File: config.mk
export PLATFORM = sky130hd
export DESIGN_NAME = rv_skid_buffer
export DESIGN_NICKNAME = d
export VERILOG_FILES = /design/src/rtl/rvhs_pkg.sv /design/src/rtl/rv_skid_buffer.sv
export SDC_FILE = /design/constraint.sdc
export NUM_CORES = 1
export LEC_CHECK = 0
export BUFFER_PORTS_ARGS = -buffer_cell sky130_fd_sc_hd__clkbuf_2
export CAP_MARGIN = 15
export CORE_MARGIN = 5
export CORE_UTILIZATION = 55
export DETAILED_ROUTE_END_ITERATION = 16
export PLACE_DENSITY = 0.8
export SLEW_MARGIN = 20
export SYNTH_ARGS = -nofsm -noshare
export SYNTH_HDL_FRONTEND = slang
export SYNTH_SLANG_ARGS = --single-unit
File: constraint.sdc
create_clock -name aclk -period 4.5 [get_ports aclk]
set_input_delay 0.9 -clock aclk [delete_from_list [all_inputs] [get_ports aclk]]
set_output_delay 0.9 -clock aclk [all_outputs]
set_load 0.05 [all_outputs]
File: src/rtl/rvhs_pkg.sv
// Shared definitions for the ready/valid handshake stages (master, skid buffer, slave).
`timescale 1ns/1ps
package rvhs_pkg;

  // Default payload width used by every stage on the handshake chain.
  localparam int DATA_W_DEF = 8;

  // Occupancy states of the skid buffer; encoding 2'd3 is unused and illegal.
  typedef enum logic [1:0] {
    EMPTY = 2'd0,
    BUSY  = 2'd1,
    FULL  = 2'd2
  } state_t;

endpackage

File: src/rtl/rv_skid_buffer.sv
// Two-entry ready/valid register slice. s_ready, m_valid and m_data all come
// straight from flops, so no combinational path crosses the slice. The main
// register always holds the oldest beat; the skid register catches the one
// beat that arrives in the cycle the downstream side stalls.
`timescale 1ns/1ps
module rv_skid_buffer
  import rvhs_pkg::*;
#(
  parameter int DATA_W = DATA_W_DEF,
  parameter int CNT_W  = 16
) (
  input  logic              aclk,
  input  logic              rst,
  input  logic              s_valid,
  input  logic [DATA_W-1:0] s_data,
  output logic              s_ready,
  output logic              m_valid,
  output logic [DATA_W-1:0] m_data,
  input  logic              m_ready,
  output logic [CNT_W-1:0]  beat_cnt
);

  state_t              state_reg, state_next;
  logic                s_ready_reg, s_ready_next;
  logic                m_valid_reg, m_valid_next;
  logic [DATA_W-1:0]   main_reg, main_next;
  logic [DATA_W-1:0]   skid_reg, skid_next;
  logic [CNT_W-1:0]    beat_cnt_reg;

  logic                accept;
  logic                deliver;

  // Handshakes are qualified by the registered ready/valid, never by inputs alone.
  assign accept  = s_valid && s_ready_reg;
  assign deliver = m_valid_reg && m_ready;

  // State, flag and datapath registers; reset empties the buffer and drops held beats.
  always_ff @(posedge aclk) begin
    if (rst) begin
      state_reg   <= EMPTY;
      s_ready_reg <= 1'b0;
      m_valid_reg <= 1'b0;
      main_reg    <= '0;
      skid_reg    <= '0;
    end else begin
      state_reg   <= state_next;
      s_ready_reg <= s_ready_next;
      m_valid_reg <= m_valid_next;
      main_reg    <= main_next;
      skid_reg    <= skid_next;
    end
  end

  // Next-state and next-register values for each occupancy state.
  always_comb begin
    state_next   = state_reg;
    s_ready_next = s_ready_reg;
    m_valid_next = m_valid_reg;
    main_next    = main_reg;
    skid_next    = skid_reg;

    case (state_reg)
      EMPTY: begin
        // s_ready is low only on the first cycle out of reset; raise it here.
        s_ready_next = 1'b1;
        if (accept) begin
          main_next    = s_data;
          m_valid_next = 1'b1;
          state_next   = BUSY;
        end
      end

      BUSY: begin
        if (accept && !deliver) begin
          // Downstream stalled: park the new beat behind the main one.
          skid_next    = s_data;
          s_ready_next = 1'b0;
          state_next   = FULL;
        end else if (deliver && !accept) begin
          m_valid_next = 1'b0;
          state_next   = EMPTY;
        end else if (accept && deliver) begin
          // Pass-through at full rate: replace the beat just delivered.
          main_next = s_data;
        end
      end

      FULL: begin
        if (deliver) begin
          // Skid beat is next in line; promote it and reopen the input.
          main_next    = skid_reg;
          s_ready_next = 1'b1;
          state_next   = BUSY;
        end
      end

      default: begin
        // Unused encoding: fall back to an empty buffer with reset outputs.
        state_next   = EMPTY;
        s_ready_next = 1'b0;
        m_valid_next = 1'b0;
        main_next    = '0;
        skid_next    = '0;
      end
    endcase
  end

  // Delivered-beat counter; wraps modulo 2^CNT_W.
  always_ff @(posedge aclk) begin
    if (rst) begin
      beat_cnt_reg <= '0;
    end else if (deliver) begin
      beat_cnt_reg <= beat_cnt_reg + CNT_W'(1);
    end
  end

  assign s_ready  = s_ready_reg;
  assign m_valid  = m_valid_reg;
  assign m_data   = main_reg;
  assign beat_cnt = beat_cnt_reg;

endmodule
==> flow_summary.json <==
{
  "layout_common_cells": "37 x clkbuf_2, 36 x dfxtp_1, 29 x nor2_1, 25 x a21oi_1, 19 x nand3_1",
  "antenna_left": 0,
  "slew_viol_final": 0,
  "hold_path.class": "reg -> reg",
  "synth_area_leader_cell": "dfxtp_1",
  "pwr_density_cell_nw_per_um2": 306,
  "synth_fa_ha_area_share_pct": 3.50,
  "final_cells": 296,
  "synth_top_family_by_area": "simple AND/OR/NAND/NOR gates",
  "fin_crit_sh_pct": 59.5,
  "dieArea_um2": 4490,
  "crit_cells": 8,
  "path_delay_family": "compound AO/OA/AOI/OAI gates",
  "synth-simple-area-share_pct": 28.4,
  "min_period_ns": 2.68,
  "antenna_found_initial": 0,
  "grt_pass1_vias": 1346,
  "port_buffers": 37,
  "startpoint_type": "input pin",
  "synth_fp_nets": 237,
  "place.gp.congestion": 0.757,
  "crit_required_ns": 4.75,
  "io_pins": 38,
  "cts_tree": "built",
  "cts_hold_buf": 0,
  "first_iter_violations": 162,
  "grt_overflow": 0,
  "worst_pin_slew_ns": 0.966,
  "grt.total_usage_pct": 17.7,
  "grt_max_degree": 38,
  "slowest_stage": "o21ai_1",
  "yosysWarningCount": 0,
  "syn_inst": 220,
  "cts_max_level": 2,
  "die_w_um": 67.0,
  "rows": 20,
  "fmaxAchievable_mhz": 374,
  "synth_mux_area_share_pct": 3.92,
  "vias_per_cell": 5.38,
  "cts_buffer_depth": 2,
  "num_vias": 1592,
  "setup_viol": 0,
  "timing.rr.end": "m_data[7]",
  "clkLatencyLatePin_ns": 0.34,
  "drt-wirelength-per-cell_um": 12.3,
  "largest_register_ffs": 16,
  "drv_cap": 0,
  "r2r_start": "m_valid",
  "fin_nets": 268,
  "drive_above_1_share_pct": 19.4,
  "worstPathArrival_ns": 2.93,
  "synth_top_area_share_pct": 40.3,
  "core-area_um2": 3080,
  "leakage_nw": 0.796,
  "holdWs_ns": 0.474,
  "cts_inserted_buffers": 5,
  "crit_buf_inv": 2,
  "reg2regPathDepth": 7,
  "path_clk_slew_ns": 0.11,
  "hold_violations": 0,
  "finalSetupTns_ns": 0,
  "synth_cell_types": 38,
  "firstDrtPassIters": 4,
  "maxSlewHeadroom_pct": 35.1,
  "grt_pass1_wl_mm": 6.00,
  "ir_drop_v": 0.000196,
  "synthXorXnorAreaFrac_pct": 4.90,
  "fin_util_pct": 66.0,
  "worst_path_largest_cell_delay_ns": 0.75,
  "yosys_register_bits": 36,
  "nFillCells": 287,
  "worstSetupStartpoint": "m_ready",
  "cts_resized": 0,
  "ctsRootBufferMaster": "clkbuf_4",
  "wirelength_mm": 3.65,
  "r2r_slack_ns": 2.07,
  "start_util_pct": 58.1,
  "dp_hpwl_mm": 2.54,
  "rsz0062_at_grt": "false",
  "avgSynthCellArea_um2": 8.13,
  "yosys-top-cells-area": "dfxtp_1 40%, a21oi_1 7.0%, nor2_1 6.1%",
  "status": "finished, final reports clean",
  "critPathKind": "in -> reg",
  "endpoint": "m_data[7]",
  "min_path_cells": 2,
  "cts_sinks": 36,
  "post-place-cells": 288,
  "crit_path_end_kind": "register",
  "clock_skew_ns": 0.00677,
  "path_cells": "clkbuf_2 > nand2_1 > inv_1 > ha_1 > nor3b_1 > o21ai_1 > a21boi_0 > a311oi_1",
  "area_growth_pct": 13.6,
  "cp_max_fo": 16,
  "synth_compound_area_share_pct": 14.7,
  "post_cts_buffers": 0,
  "die_h_um": 67.0,
  "final_common_cell": "clkbuf_2",
  "insertedDiodeCount": 0,
  "yosysSeqAreaShare_pct": 40.3,
  "remaining_drc_errors": 0,
  "syn-cell-area_um2": 1790
}
[cell usage after synthesis, drive strengths merged]
master and n:
nand2 13, dfxtp 36, or2 1, nand2b 9
clkbuf 7, nor3b 1, a31oi 1, or4 3
o21ai 6, or3 2, inv 5, a21o 7
a311oi 1, a211o 1, buf 6, o31ai 2
nand3b 2, a21oi 25, xor2 4, ha 5
xnor2 6, nand3 20, and4 2, mux2i 7
a21boi 1, and3 2, nor4 1, nor3 3
nand4 3, nor2 29, nor2b 8, a32oi 1
[worst register-to-register path, stage by stage (launching register included)]
cell	delay, ns
dfxtp_1	0.46
nand2_1	0.21
inv_1	0.20
ha_1	0.19
nor3b_1	0.05
o21ai_1	0.75
a21boi_0	0.21
a311oi_1	0.27
[routing by layer]
layer  up-vias  global-route usage (%)  part of all wire, %
li1        822                       -                    -
met1       724                    21.2                   48
met2        34                    29.0                   45
met3        12                    4.55                  5.0
met4         0                    9.11                  2.5
met5         -                       0                    0
[worst min-delay path by stage]
stage / from / end / slack [ns]
after floorplan: skid_reg[7] / skid_reg[7] / 0.45
after global placement: m_data[4] / m_data[4] / 0.46
after detailed placement: m_data[4] / m_data[4] / 0.46
after CTS: m_data[4] / m_data[4] / 0.48
after global routing: m_data[0] / m_data[0] / 0.50
final: m_data[1] / m_data[1] / 0.47
[layout make-up]
class / instances / area, um2 / share of cell area [%]
multi-input cells: 166 / 991 / 48.8
flip-flops and latches: 36 / 721 / 35.5
repair buffers: 37 / 185 / 9.11
well taps: 44 / 55.1 / 2.71
clock buffers: 6 / 51.3 / 2.52
inverters: 5 / 18.8 / 0.924
clock inverters: 2 / 10.0 / 0.493
[where the power goes]
group          internal, mW  leakage (nW)  switching [mW]
logic                0.0305         0.466          0.0627
registers             0.331         0.292          0.0129
clock network        0.0744        0.0380           0.111
[metrics by stage]
step	setup WS [ns]	power [mW]	cell area, um2
2_1_floorplan	2.09	0.422	1790
3_3_place_gp	1.60	0.443	1970
3_5_place_dp	1.48	0.444	1970
4_1_cts	1.86	0.628	2030
5_1_grt	1.61	0.654	2030
6_report	1.82	0.623	2030
[logic make-up after synthesis]
family | Yosys count
and+or+nand+nor | 99
AOI/OAI and AO/OA | 45
DFF | 36
buffers and inverters | 18
xor gates and xnor gates | 10
muxes | 7
adders and majority gates | 5
(Power assumes the default switching activity.)
